[config.mk]
export PLATFORM = sky130hd
export DESIGN_NAME = i2s_audio_out
export DESIGN_NICKNAME = d
export VERILOG_FILES = /design/src/rtl/i2s_audio_out.sv
export SDC_FILE = /design/constraint.sdc
export NUM_CORES = 1
export LEC_CHECK = 0
export ABC_AREA = 1
export BUFFER_PORTS_ARGS = -buffer_cell sky130_fd_sc_hd__buf_4
export CAP_MARGIN = 40
export CELL_PAD_IN_SITES_DETAIL_PLACEMENT = 1
export CELL_PAD_IN_SITES_GLOBAL_PLACEMENT = 1
export CORE_AREA = 2 2 90 92
export CTS_BUF_LIST = sky130_fd_sc_hd__clkbuf_4 sky130_fd_sc_hd__clkbuf_8
export DETAILED_ROUTE_END_ITERATION = 16
export DIE_AREA = 0 0 92 94
export PLACE_DENSITY = 0.95
export SYNTH_ARGS = -nofsm -noshare
export SYNTH_HDL_FRONTEND = slang
export SYNTH_SLANG_ARGS = --single-unit
[constraint.sdc]
create_clock -name sCLK_XVXENVS -period 5.65 [get_ports sCLK_XVXENVS]
set_clock_uncertainty 0.15 [all_clocks]
set_input_delay 0.2825 -clock sCLK_XVXENVS [delete_from_list [all_inputs] [get_ports sCLK_XVXENVS]]
set_output_delay 0.2825 -clock sCLK_XVXENVS [all_outputs]
set_load 0.02 [all_outputs]
[src/rtl/i2s_audio_out.sv]
// Purpose: I2S (Philips) serialiser for the synth output: pending/active pair buffer, BCLK/LRCK/SDATA, flags.
// Latency: a pair accepted during frame N is transmitted in frame N+1; its MSB appears one BCLK after the LRCK edge.
// Backpressure: none; the mixer is paced by frame_req, a late pair repeats the last one (underrun), an extra pair overwrites (overrun).
// Optional build macro SOFT_MUTE_EN: per-frame gain ramp replaces the hard mute.
module i2s_audio_out #(
  parameter int BCLK_DIV  = 4,
  parameter int SLOT_BITS = 32
) (
  input  logic        sCLK_XVXENVS,
  input  logic        iRST,
  input  logic [15:0] lsound_in,
  input  logic [15:0] rsound_in,
  input  logic        sample_valid,
  input  logic        mute,
  input  logic        clr_flags,
  output logic        oBCLK,
  output logic        oLRCK,
  output logic        oSDATA,
  output logic        frame_req,
  output logic        underrun,
  output logic        overrun
);

  localparam int FRAME_BITS = 2 * SLOT_BITS;
  localparam int DIV_W      = $clog2(BCLK_DIV);
  localparam int BIT_W      = $clog2(FRAME_BITS);

  logic [DIV_W-1:0] div_cnt;
  logic [BIT_W-1:0] bit_cnt;
  logic [BIT_W-1:0] bit_nxt;
  logic [BIT_W-1:0] slot_idx;
  logic [3:0]       bit_idx;
  logic             div_wrap;
  logic             fall_evt;
  logic             boundary;
  logic             in_right;
  logic             sdata_nxt;
  logic [15:0]      pend_l, pend_r;
  logic [15:0]      act_l, act_r;
  logic [15:0]      out_l, out_r;
  logic [15:0]      chan;
  logic             pend_full;

  // A fall event is the divider wrap while BCLK is high; the boundary is the fall that wraps bit_cnt to 0.
  assign div_wrap = (div_cnt == DIV_W'(BCLK_DIV - 1));
  assign fall_evt = div_wrap && oBCLK;
  assign bit_nxt  = (bit_cnt == BIT_W'(FRAME_BITS - 1)) ? '0 : bit_cnt + BIT_W'(1);
  assign boundary = fall_evt && (bit_nxt == '0);

`ifdef SOFT_MUTE_EN
  logic [7:0]         gain;
  logic signed [24:0] prod_l, prod_r;

  // Gain walks one step per frame toward 128 (unmuted) or 0 (muted), saturating at both ends.
  always_ff @(posedge sCLK_XVXENVS or posedge iRST) begin
    if (iRST) begin
      gain <= 8'd0;
    end else if (boundary) begin
      if (mute) begin
        if (gain != 8'd0) gain <= gain - 8'd1;
      end else begin
        if (gain != 8'd128) gain <= gain + 8'd1;
      end
    end
  end

  // Scale the active pair; gain <= 128 so the shifted product always fits 16 bits.
  always_comb begin
    prod_l = $signed(act_l) * $signed({1'b0, gain});
    prod_r = $signed(act_r) * $signed({1'b0, gain});
    out_l  = 16'(prod_l >>> 7);
    out_r  = 16'(prod_r >>> 7);
  end
`else
  assign out_l = act_l;
  assign out_r = act_r;
`endif

  // Decode the next bit position into channel, slot index and sample bit (slot bits 1..16 carry data, MSB first).
  always_comb begin
    in_right  = (bit_nxt >= BIT_W'(SLOT_BITS));
    slot_idx  = in_right ? (bit_nxt - BIT_W'(SLOT_BITS)) : bit_nxt;
    bit_idx   = 4'(BIT_W'(16) - slot_idx);
    chan      = in_right ? out_r : out_l;
    sdata_nxt = 1'b0;
    if ((slot_idx >= BIT_W'(1)) && (slot_idx <= BIT_W'(16))) sdata_nxt = chan[bit_idx];
  end

  // BCLK divider: toggle the bit clock every BCLK_DIV system clocks.
  always_ff @(posedge sCLK_XVXENVS or posedge iRST) begin
    if (iRST) begin
      div_cnt <= '0;
      oBCLK   <= 1'b0;
    end else if (div_wrap) begin
      div_cnt <= '0;
      oBCLK   <= ~oBCLK;
    end else begin
      div_cnt <= div_cnt + DIV_W'(1);
    end
  end

  // Serialiser: LRCK and SDATA only change on BCLK falls so the codec samples stable data on the rise.
  always_ff @(posedge sCLK_XVXENVS or posedge iRST) begin
    if (iRST) begin
      bit_cnt <= '0;
      oLRCK   <= 1'b0;
      oSDATA  <= 1'b0;
    end else if (fall_evt) begin
      bit_cnt <= bit_nxt;
      oLRCK   <= in_right;
      oSDATA  <= sdata_nxt;
    end
  end

  // Two-stage buffer: capture into pending, promote to active on each frame boundary.
  always_ff @(posedge sCLK_XVXENVS or posedge iRST) begin
    if (iRST) begin
      pend_l    <= '0;
      pend_r    <= '0;
      act_l     <= '0;
      act_r     <= '0;
      pend_full <= 1'b0;
    end else begin
      if (boundary) begin
`ifdef SOFT_MUTE_EN
        if (pend_full) begin
          act_l <= pend_l;
          act_r <= pend_r;
        end
`else
        if (mute) begin
          act_l <= '0;
          act_r <= '0;
        end else if (pend_full) begin
          act_l <= pend_l;
          act_r <= pend_r;
        end
`endif
      end
      // A pair arriving on the boundary cycle lands behind the one being promoted.
      if (sample_valid) begin
        pend_l    <= lsound_in;
        pend_r    <= rsound_in;
        pend_full <= 1'b1;
      end else if (boundary) begin
        pend_full <= 1'b0;
      end
    end
  end

  // Sticky flags (set beats clear) and the one-cycle frame request after each boundary.
  always_ff @(posedge sCLK_XVXENVS or posedge iRST) begin
    if (iRST) begin
      underrun  <= 1'b0;
      overrun   <= 1'b0;
      frame_req <= 1'b0;
    end else begin
      frame_req <= boundary;
      if (boundary && !pend_full) underrun <= 1'b1;
      else if (clr_flags)         underrun <= 1'b0;
      if (sample_valid && pend_full && !boundary) overrun <= 1'b1;
      else if (clr_flags)                         overrun <= 1'b0;
    end
  end

endmodule

# After elaboration in Yosys (flattened, before gate mapping)
# Index checks and enable logic that the tools add are counted.
[op_classes]
n_addsub = 4
multipliers = 0
n_div = 0
order_cmp = 4
eq_ne = 2
shift = 0
muxes = 16
bitwise = 1
n_reduce_logical = 14
[op_table]
columns = ["operator", "count"]
rows = [
  ["two-way mux 16 bit", 5],
  ["two-way mux 6 bit", 2],
  ["nonzero test 2 bit", 4],
  ["two-way mux 1 bit", 7],
  ["adder 6 x 1 -> 6 bit (second input constant)", 1],
  ["equality test 6 bit (second input constant)", 1],
  ["greater-or-equal comparator 6 x 1 -> 1 bit (second input constant)", 1],
  ["greater-or-equal comparator 6 bit (second input constant)", 1],
  ["less-or-equal comparator 6 x 5 -> 1 bit (second input constant)", 1],
  ["logical AND 1 bit", 6],
  ["logical NOT 6 bit", 1],
  ["subtractor 6 bit (second input constant)", 1],
  ["less-than comparator 4 x 5 -> 1 bit (second input constant)", 1],
  ["binary-select mux 1 bit (select 4 bit)", 1],
  ["subtractor 1 x 4 -> 4 bit (first input constant)", 1],
  ["adder 2 x 1 -> 2 bit (second input constant)", 1],
  ["equality test 2 bit (second input constant)", 1],
  ["logical NOT 1 bit", 2],
  ["two-way mux 2 bit", 1],
  ["AND reduction 2 bit", 1],
  ["inverter 1 bit", 1],
]
[totals]
regBits = 79
latch_bits = 0
ramBits = 0
mem_bits_ro = 0
inputBits = 37
out_inout_bits = 6
elab_cells = 54
mem_count = 0

# Depth between registers and ports, before layout
# Gate-level depths: netlist of run 1.
[logic_depth]
word_depth = 8
depth_mapped = 15
ltp_nobuf = 14

# Worst setup path before layout of run 1
# No wires, ideal clock.
[synth_timing]
path_type = "reg2reg"
from = "register bit_cnt[0]"
to = "register oSDATA"
setup_ps = 117
arrival_ps = 1688
required_time_ps = 5383
setup_slack_ps = 3695
path_stages_with_launch = 15
path_buffers = 0
synth_period_minus_slack_ps = 1955
cell_sequence = "dfrtp_1 ha_1 nand2_4 nor2_4 nand2_4 nand2_2 inv_1 nor2_2 or2_0 inv_1 nand2_1 nand2_1 nand3_1 nand3_1 nand2_1"
[synth_via]
elab_chain_len = 8
elab_cells_between_ends = 14
classes_between = "add/sub (3); order compare (3); eq/ne (1); mux (6); reduce/logical (1)"
[synth_lines]
columns = ["element", "line_no", "source"]
rows = [
  ["start: declaration", "29", "logic [BIT_W-1:0] bit_cnt;"],
  ["start signal: assignment", "109", "bit_cnt <= bit_nxt;"],
  ["adder 6 x 1 -> 6 bit or equality test 6 bit (tied branches)", "47", "assign bit_nxt = (bit_cnt == BIT_W'(FRAME_BITS - 1)) ? '0 : bit_cnt + BIT_W'(1);"],
  ["two-way mux 6 bit *", "47", ""],
  ["subtractor 6 bit or greater-or-equal comparator 6 bit (tied branches)", "82, 81", ""],
  ["two-way mux 6 bit", "82", "slot_idx = in_right ? (bit_nxt - BIT_W'(SLOT_BITS)) : bit_nxt;"],
  ["subtractor 1 x 4 -> 4 bit", "83", "bit_idx = 4'(BIT_W'(16) - slot_idx);"],
  ["binary-select mux 1 bit (select 4 bit)", "86", "if ((slot_idx >= BIT_W'(1)) && (slot_idx <= BIT_W'(16))) sdata_nxt = chan[bit_idx];"],
  ["two-way mux 1 bit (not written as such)", "86", ""],
  ["two-way mux 1 bit *", "86", ""],
  ["end signal: assignment", "111", "oSDATA <= sdata_nxt;"],
  ["end: declaration", "18", "output logic oSDATA,"],
]
# Mark *: on every way between the ends. The rest lies on a longest branch, timed or not. The select of a mux whose other input is x is not followed.
# A chain may end at the register's enable or synchronous reset.

# Worst setup path in the final report of run 1
[layout_timing]
from = "register bit_cnt[0]"
to = "register act_r[0]"
[layout_via]
elab_chain_len = 5
elab_cells_between_ends = 6
classes_between = "add/sub (1); eq/ne (1); mux (1); reduce/logical (3)"
[layout_lines]
columns = ["element", "line_no", "source"]
rows = [
  ["adder 6 x 1 -> 6 bit or equality test 6 bit (tied branches)", "47", ""],
  ["two-way mux 6 bit *", "47", ""],
  ["logical NOT 6 bit *", "48", "assign boundary = fall_evt && (bit_nxt == '0);"],
  ["logical AND 1 bit *", "48", ""],
  ["AND reduction 2 bit (no line) *", "n/a", ""],
  ["end signal: assignment", "136", "act_r <= pend_r;"],
  ["end: declaration", "39", "logic [15:0] act_l, act_r;"],
]
# Mark *: on every way between the ends. The rest lies on a longest branch, timed or not.

==> results of run 1 <==
## per-stage QoR
step	setup slack (ns)	area [sq um]	utilization, %	std cells
after global routing	2.337	4598	60.44	615
after CTS	2.587	4598	60.44	615
after detailed placement	2.678	4070	53.50	571
after global placement	2.948	4000	52.58	568
after floorplan	3.194	3665	-	443
final	2.622	4598	60.44	615
## layout make-up
type / count / share of cell area, %
Sequential cell: 79 / 42.99
Multi-Input combinational cell: 315 / 31.76
Timing Repair Buffer: 75 / 14.80
Clock inverter: 6 / 2.531
Inverter: 28 / 2.286
Tap cell: 102 / 2.776
Clock buffer: 10 / 2.857
## worst paths after layout
path                                from         end
min in group asynchronous           iRST  bit_cnt[5]
max                           bit_cnt[0]    act_r[0]
max in group asynchronous           iRST   act_r[14]
min                        rsound_in[12]  pend_r[12]
max reg2reg                   bit_cnt[0]    act_r[0]
min reg2reg                   div_cnt[0]  div_cnt[0]
## layout by cell type (no fill, tap or decap)
cell type        n
inv_6            1
o21ai_0         36
nand2_1        171
o21bai_1         1
buf_8            1
dfrtp_1         79
buf_4           44
clkinv_1         1
inv_1           26
xnor2_1          2
nand2_2          2
nand3_1         57
nand4_4          1
nor2_1          20
inv_2            1
o211ai_1         1
nor2_4           2
dlygate4sd3_1   28
clkbuf_4         1
ha_1             3
nand2_4          4
or2_0            1
clkinv_4         2
o21ai_1          8
bufinv_16        3
a31oi_4          1
nand3_2          2
clkbuf_8         9
o22ai_1          2
nor2_2           1
buf_16           2
## power groups by stage
stage	Clock (mW)	Combinational (mW)	Sequential (mW)
after floorplan	0	0.0386	0.609
after global placement	0	0.0662	0.613
after detailed placement	0	0.0788	0.615
after CTS	0.531	0.0942	0.604
after global routing	0.571	0.109	0.609
final	0.542	0.100	0.607
## cell families (layout without fill, tap and decap cells)
logic type / count (synthesis) / in the layout / share of synthesized area [%]
XOR/XNOR: 2 / 2 / 0.4781
AO/OA/AOI/OAI: 49 / 49 / 7.340
buffers and inverters: 49 / 119 / 6.213
adder cells (fa/ha/maj): 3 / 3 / 1.024
flip-flops: 79 / 79 / 53.94
AND/OR/NAND/NOR: 261 / 261 / 31.00
## metal layers
layer | routed length [microns] | part of all wire (%) | global-route usage, % | up-vias
li1 | - | - | - | 1536
met1 | 4923 | 40 | 37.35 | 1723
met2 | 6496 | 52 | 55.21 | 129
met3 | 565 | 4.6 | 5.698 | 37
met4 | 403 | 3.3 | 12.44 | 0
met5 | 0 | 0 | 0 | -
## state kept, by name, indices dropped and copies added, names as in the netlist
register,flops
act_l,16
act_r,16
pend_l,16
pend_r,16
bit_cnt,6
div_cnt,2
frame_req,1
oBCLK,1
oLRCK,1
oSDATA,1
overrun,1
pend_full,1
underrun,1
## worst max-delay path, stage by stage, from the launching register on
cell     delay [ns]
dfrtp_1        0.41
ha_1           0.25
nand2_4        0.10
nor2_4         0.16
nand2_4        0.09
nand3_2        0.21
nand4_4        0.36
nor2_4         0.79
nand3_1        0.14
o21ai_1        0.23
==> flow_summary.ini, run 1 <==
[pwr]
total_leakage_power_nw = 2.432
seqPwrFrac_pct = 48.6
internal_power_mw = 0.9365
p_total_mw = 1.250
clkPwrFrac_pct = 43.4
p_comb_share_pct = 8.0
vdd_drop_max_uv = 176.5
power_switching_mw = 0.3137
swShare_pct = 25.09
powerDensity_nw_per_um2 = 271.9

[drt]
viasPerCell = 5.569
num_vias = 3425
detail-route-antenna-nets = 0
routedWlPerCell_microns = 20.14
routed_wl_microns = 12390
drtIter0Drc = 285
first_pass_iters = 4
drcViolationCount = 0

[timing]
holdWs_ns = 0.007888
worst_slew_pin_slew_ns = 0.8633
clock.fmax_ghz = 0.3303
setup_tns_ns = 0
fin_crit_ns = 3.028
maxSlewViolCount = 0
finalCritPeriodShare_pct = 53.59
max_slew_margin_pct = 42.31
rsz0062_at_grt = false
setup_viol = 0
hold_viol = 0

[floorplanning]
fp.dieW_microns = 92
ios = 43
die-area_sq_um = 8648
rows = 32
start_util_pct = 48.17
fp.dieH_microns = 94
core_area_sq_um = 7607

[clock_tree]
cts.sinks = 79
cts_setup_buffers = 0
cts_tree = yes
cts_buffers = 9
clockRootBuffer = clkbuf_8
cts_resized = 0
postCtsHoldBufs = 28
clkTransAtPathRegs_ns = 0.10
clock_path_buffers = 2
clock_latency_ns = 0.37
htreeDepth = 3

[yosys]
synth_nets = 483
seq_area_frac_synth_pct = 53.94
synthCells = 443
syn_area_sq_um = 3665
synth.most_common_cell = nand2_1
async_reset_ff_share_pct = 100.0
synth-edff-count = 0
synth_ff_type = dfrtp_1
synth_top_area_share_pct = 53.94
yosysWarnings = 0
ys_ff_latch = 79
synthTopCellsByCount = 171 x nand2_1, 79 x dfrtp_1, 57 x nand3_1
synth.avg_cell_area_sq_um = 8.273
synth.distinct_cells = 26
synth_top_cells_by_area = dfrtp_1 54%, nand2_1 18%, nand3_1 7.8%, o21ai_0 4.9%, inv_1 2.8%
synth_top_cell_by_area = dfrtp_1

[setup_path]
rr_worst_depth = 9
rrSetupSlack_ns = 2.62
cp.arrival_ns = 3.13
setup.worst_path.class = reg -> reg
cp_max_fo = 41
worstSetupStartpointType = flop
cp.required_ns = 5.76
crit_path_end_kind = flop

[cells_and_area]
syn_to_final_growth_pct = 25.47
fin_nets = 548
multi_input_area_sq_um = 1460
seqCellArea_sq_um = 1977
antenna_cells = 0
drive_gt1_share_pct = 15.01
fillers = 898

[grt]
antenna_found_initial = 0
grt_pass1_vias = 3791
grt_max_degree = 49
grt_pass1_wl_microns = 20150
gr-total-overflow = 0
gr-usage-all-layers_pct = 31.05

[placement]
gp_congestion = 0.9078
io_buffer_count = 42
dp_hpwl_microns = 7175

[run_status]
status = finished clean

[worst_hold_path]
whs_path_depth = 3
min_path_type = in -> reg

[flow_run]
cap_violations = 0
Note: power is estimated with default switching activity, not from simulation.
==> run 2: changes to the inputs <==
--- a/config.mk
+++ b/config.mk
@@ -10,11 +10,11 @@
 export CAP_MARGIN = 40
 export CELL_PAD_IN_SITES_DETAIL_PLACEMENT = 1
 export CELL_PAD_IN_SITES_GLOBAL_PLACEMENT = 1
-export CORE_AREA = 2 2 90 92
+export CORE_AREA = 2 2 94 96
 export CTS_BUF_LIST = sky130_fd_sc_hd__clkbuf_4 sky130_fd_sc_hd__clkbuf_8
 export DETAILED_ROUTE_END_ITERATION = 16
-export DIE_AREA = 0 0 92 94
-export PLACE_DENSITY = 0.95
+export DIE_AREA = 0 0 96 98
+export PLACE_DENSITY = 0.92
 export SYNTH_ARGS = -nofsm -noshare
 export SYNTH_HDL_FRONTEND = slang
 export SYNTH_SLANG_ARGS = --single-unit
==> constraint.sdc (replaced) <==
create_clock -name sCLK_XVXENVS -period 2.9 [get_ports sCLK_XVXENVS]
set_clock_uncertainty 0.15 [all_clocks]
set_input_delay 0.145 -clock sCLK_XVXENVS [delete_from_list [all_inputs] [get_ports sCLK_XVXENVS]]
set_output_delay 0.145 -clock sCLK_XVXENVS [all_outputs]
set_load 0.02 [all_outputs]
==> flow_summary.ini, run 2 (synthesized netlist as in run 1, its figures left out) <==
[pwr]
powerDensity_nw_per_um2 = 461.5
vdd_drop_max_uv = 238.6
total_leakage_power_nw = 2.434

[clock_tree]
cts_setup_buffers = 0
cts.sinks = 79
cts_tree = yes
cts_buffers = 9
clock_path_buffers = 2
clkTransAtPathRegs_ns = 0.09
clockRootBuffer = clkbuf_8
htreeDepth = 3
cts_resized = 0
clock_latency_ns = 0.36

[floorplanning]
fp.dieH_microns = 98
rows = 34
core_area_sq_um = 8466
fp.dieW_microns = 96
die-area_sq_um = 9408
ios = 43
start_util_pct = 43.29

[timing]
max_slew_margin_pct = 58.44
rsz0062_at_grt = false
worst_slew_pin_slew_ns = 0.6210
setup_viol = 0
setup_tns_ns = 0
hold_viol = 0
maxSlewViolCount = 0
finalCritPeriodShare_pct = 82.90
fin_crit_ns = 2.404
clock.fmax_ghz = 0.4159

[drt]
viasPerCell = 5.311
routed_wl_microns = 11400
num_vias = 3346
detail-route-antenna-nets = 0
routedWlPerCell_microns = 18.09
first_pass_iters = 4
drcViolationCount = 0
drtIter0Drc = 172

[cells_and_area]
design_area_sq_um = 4609
syn_to_final_growth_pct = 25.78
fin_nets = 557
fin_util_pct = 54.45
drive_gt1_share_pct = 15.13
antenna_cells = 0
layout_common_cells = 171 x nand2_1, 79 x dfrtp_1, 57 x nand3_1, 47 x buf_4, 36 x o21ai_0
final_common_cell = nand2_1

[placement]
dp_hpwl_microns = 6801
gp_congestion = 0.8909
placed_area_sq_um = 4085
io_buffer_count = 42

[setup_path]
cp.required_ns = 3.02
slowest_stage = o21ai_1
setup.worst_path.class = reg -> reg
cp_max_fo = 41
cp_num_buf_inv = 1
path_cells = ha_1 > nand2_4 > o21ai_1 > nand4_4 > nor2_4 > buf_4 > nand3_1 > o21ai_1
cp.arrival_ns = 2.53
crit_path_end_kind = flop
cpMostUsedCell = o21ai_1
crit_family = compound AO/OA/AOI/OAI gates
worstSetupStartpointType = flop
critical_path.max_stage_delay_ns = 0.43

[grt]
gr-total-overflow = 0
grt_pass1_vias = 3741
grt_pass1_wl_microns = 18910
antenna_found_initial = 0
gr-usage-all-layers_pct = 26.70
grt_max_degree = 54

[worst_hold_path]
min_path_type = in -> reg

[flow_run]
cap_violations = 0

[run_status]
status = finished clean
## run 2: power by group
group / switching (mW) / leakage, nW / internal [mW]
combinational: 0.0999 / 1.34 / 0.0938
sequential: 0.0284 / 1.00 / 1.15
clock: 0.427 / 0.0901 / 0.331
## run 2: repair_timing
item                                    CTS  global route
endpoints found under the hold margin    61             0
hold buffers                             35             0
endpoints found under the setup margin    0             0
## run 2: per-layer routing
layer,global-route usage [%],vias to the layer above,wire (microns)
met5,0,-,0
met4,11.43,0,384
met3,5.401,33,384
met2,47.06,78,6147
met1,30.82,1677,4481
li1,-,1558,-
## run 2: per-stage QoR
| step | instances | total power, mW | setup WS (ns) | hold WS (ns) |
|---|---|---|---|---|
| 2_1_floorplan | 443 | 1.263 | 0.5816 | 0.1036 |
| 3_3_place_gp | 577 | 1.322 | 0.7078 | 0.1978 |
| 3_5_place_dp | 579 | 1.342 | 0.5944 | 0.09393 |
| 4_1_cts | 630 | 2.112 | 0.5305 | 0.02215 |
| 5_1_grt | 630 | 2.209 | 0.2957 | 0.04806 |
| 6_report | 630 | 2.127 | 0.4958 | 0.03818 |
## run 2: worst paths after layout
| kind | start | end | slack, ns | depth (start not counted) |
|---|---|---|---|---|
| worst max-delay path | bit_cnt[0] | act_l[0] | 0.50 | 8 |
| min in group asynchronous | iRST | oLRCK | 0.26 | 4 |
| worst min-delay path | sample_valid | pend_r[6] | 0.04 | 3 |
| worst min register to register | div_cnt[0] | div_cnt[0] | 0.30 | 1 |
| worst max register to register | bit_cnt[0] | act_l[0] | 0.50 | 8 |
| max in group asynchronous | iRST | act_r[11] | 1.76 | 5 |
## run 2: worst min-delay path, delay by kind of cell
family                 cells  cell delay, ns
buffers and inverters      1            0.23
AND/OR/NAND/NOR            2            0.14
## run 2: cell type report
class                   instances  area [sq um]
well taps                     108         135.1
multi-input cells             315          1460
clock inverters                 5         35.03
flip-flops and latches         79          1977
fillers                      1003          3856
repair buffers                 84         758.2
inverters                      28         105.1
clock buffers                  11         138.9
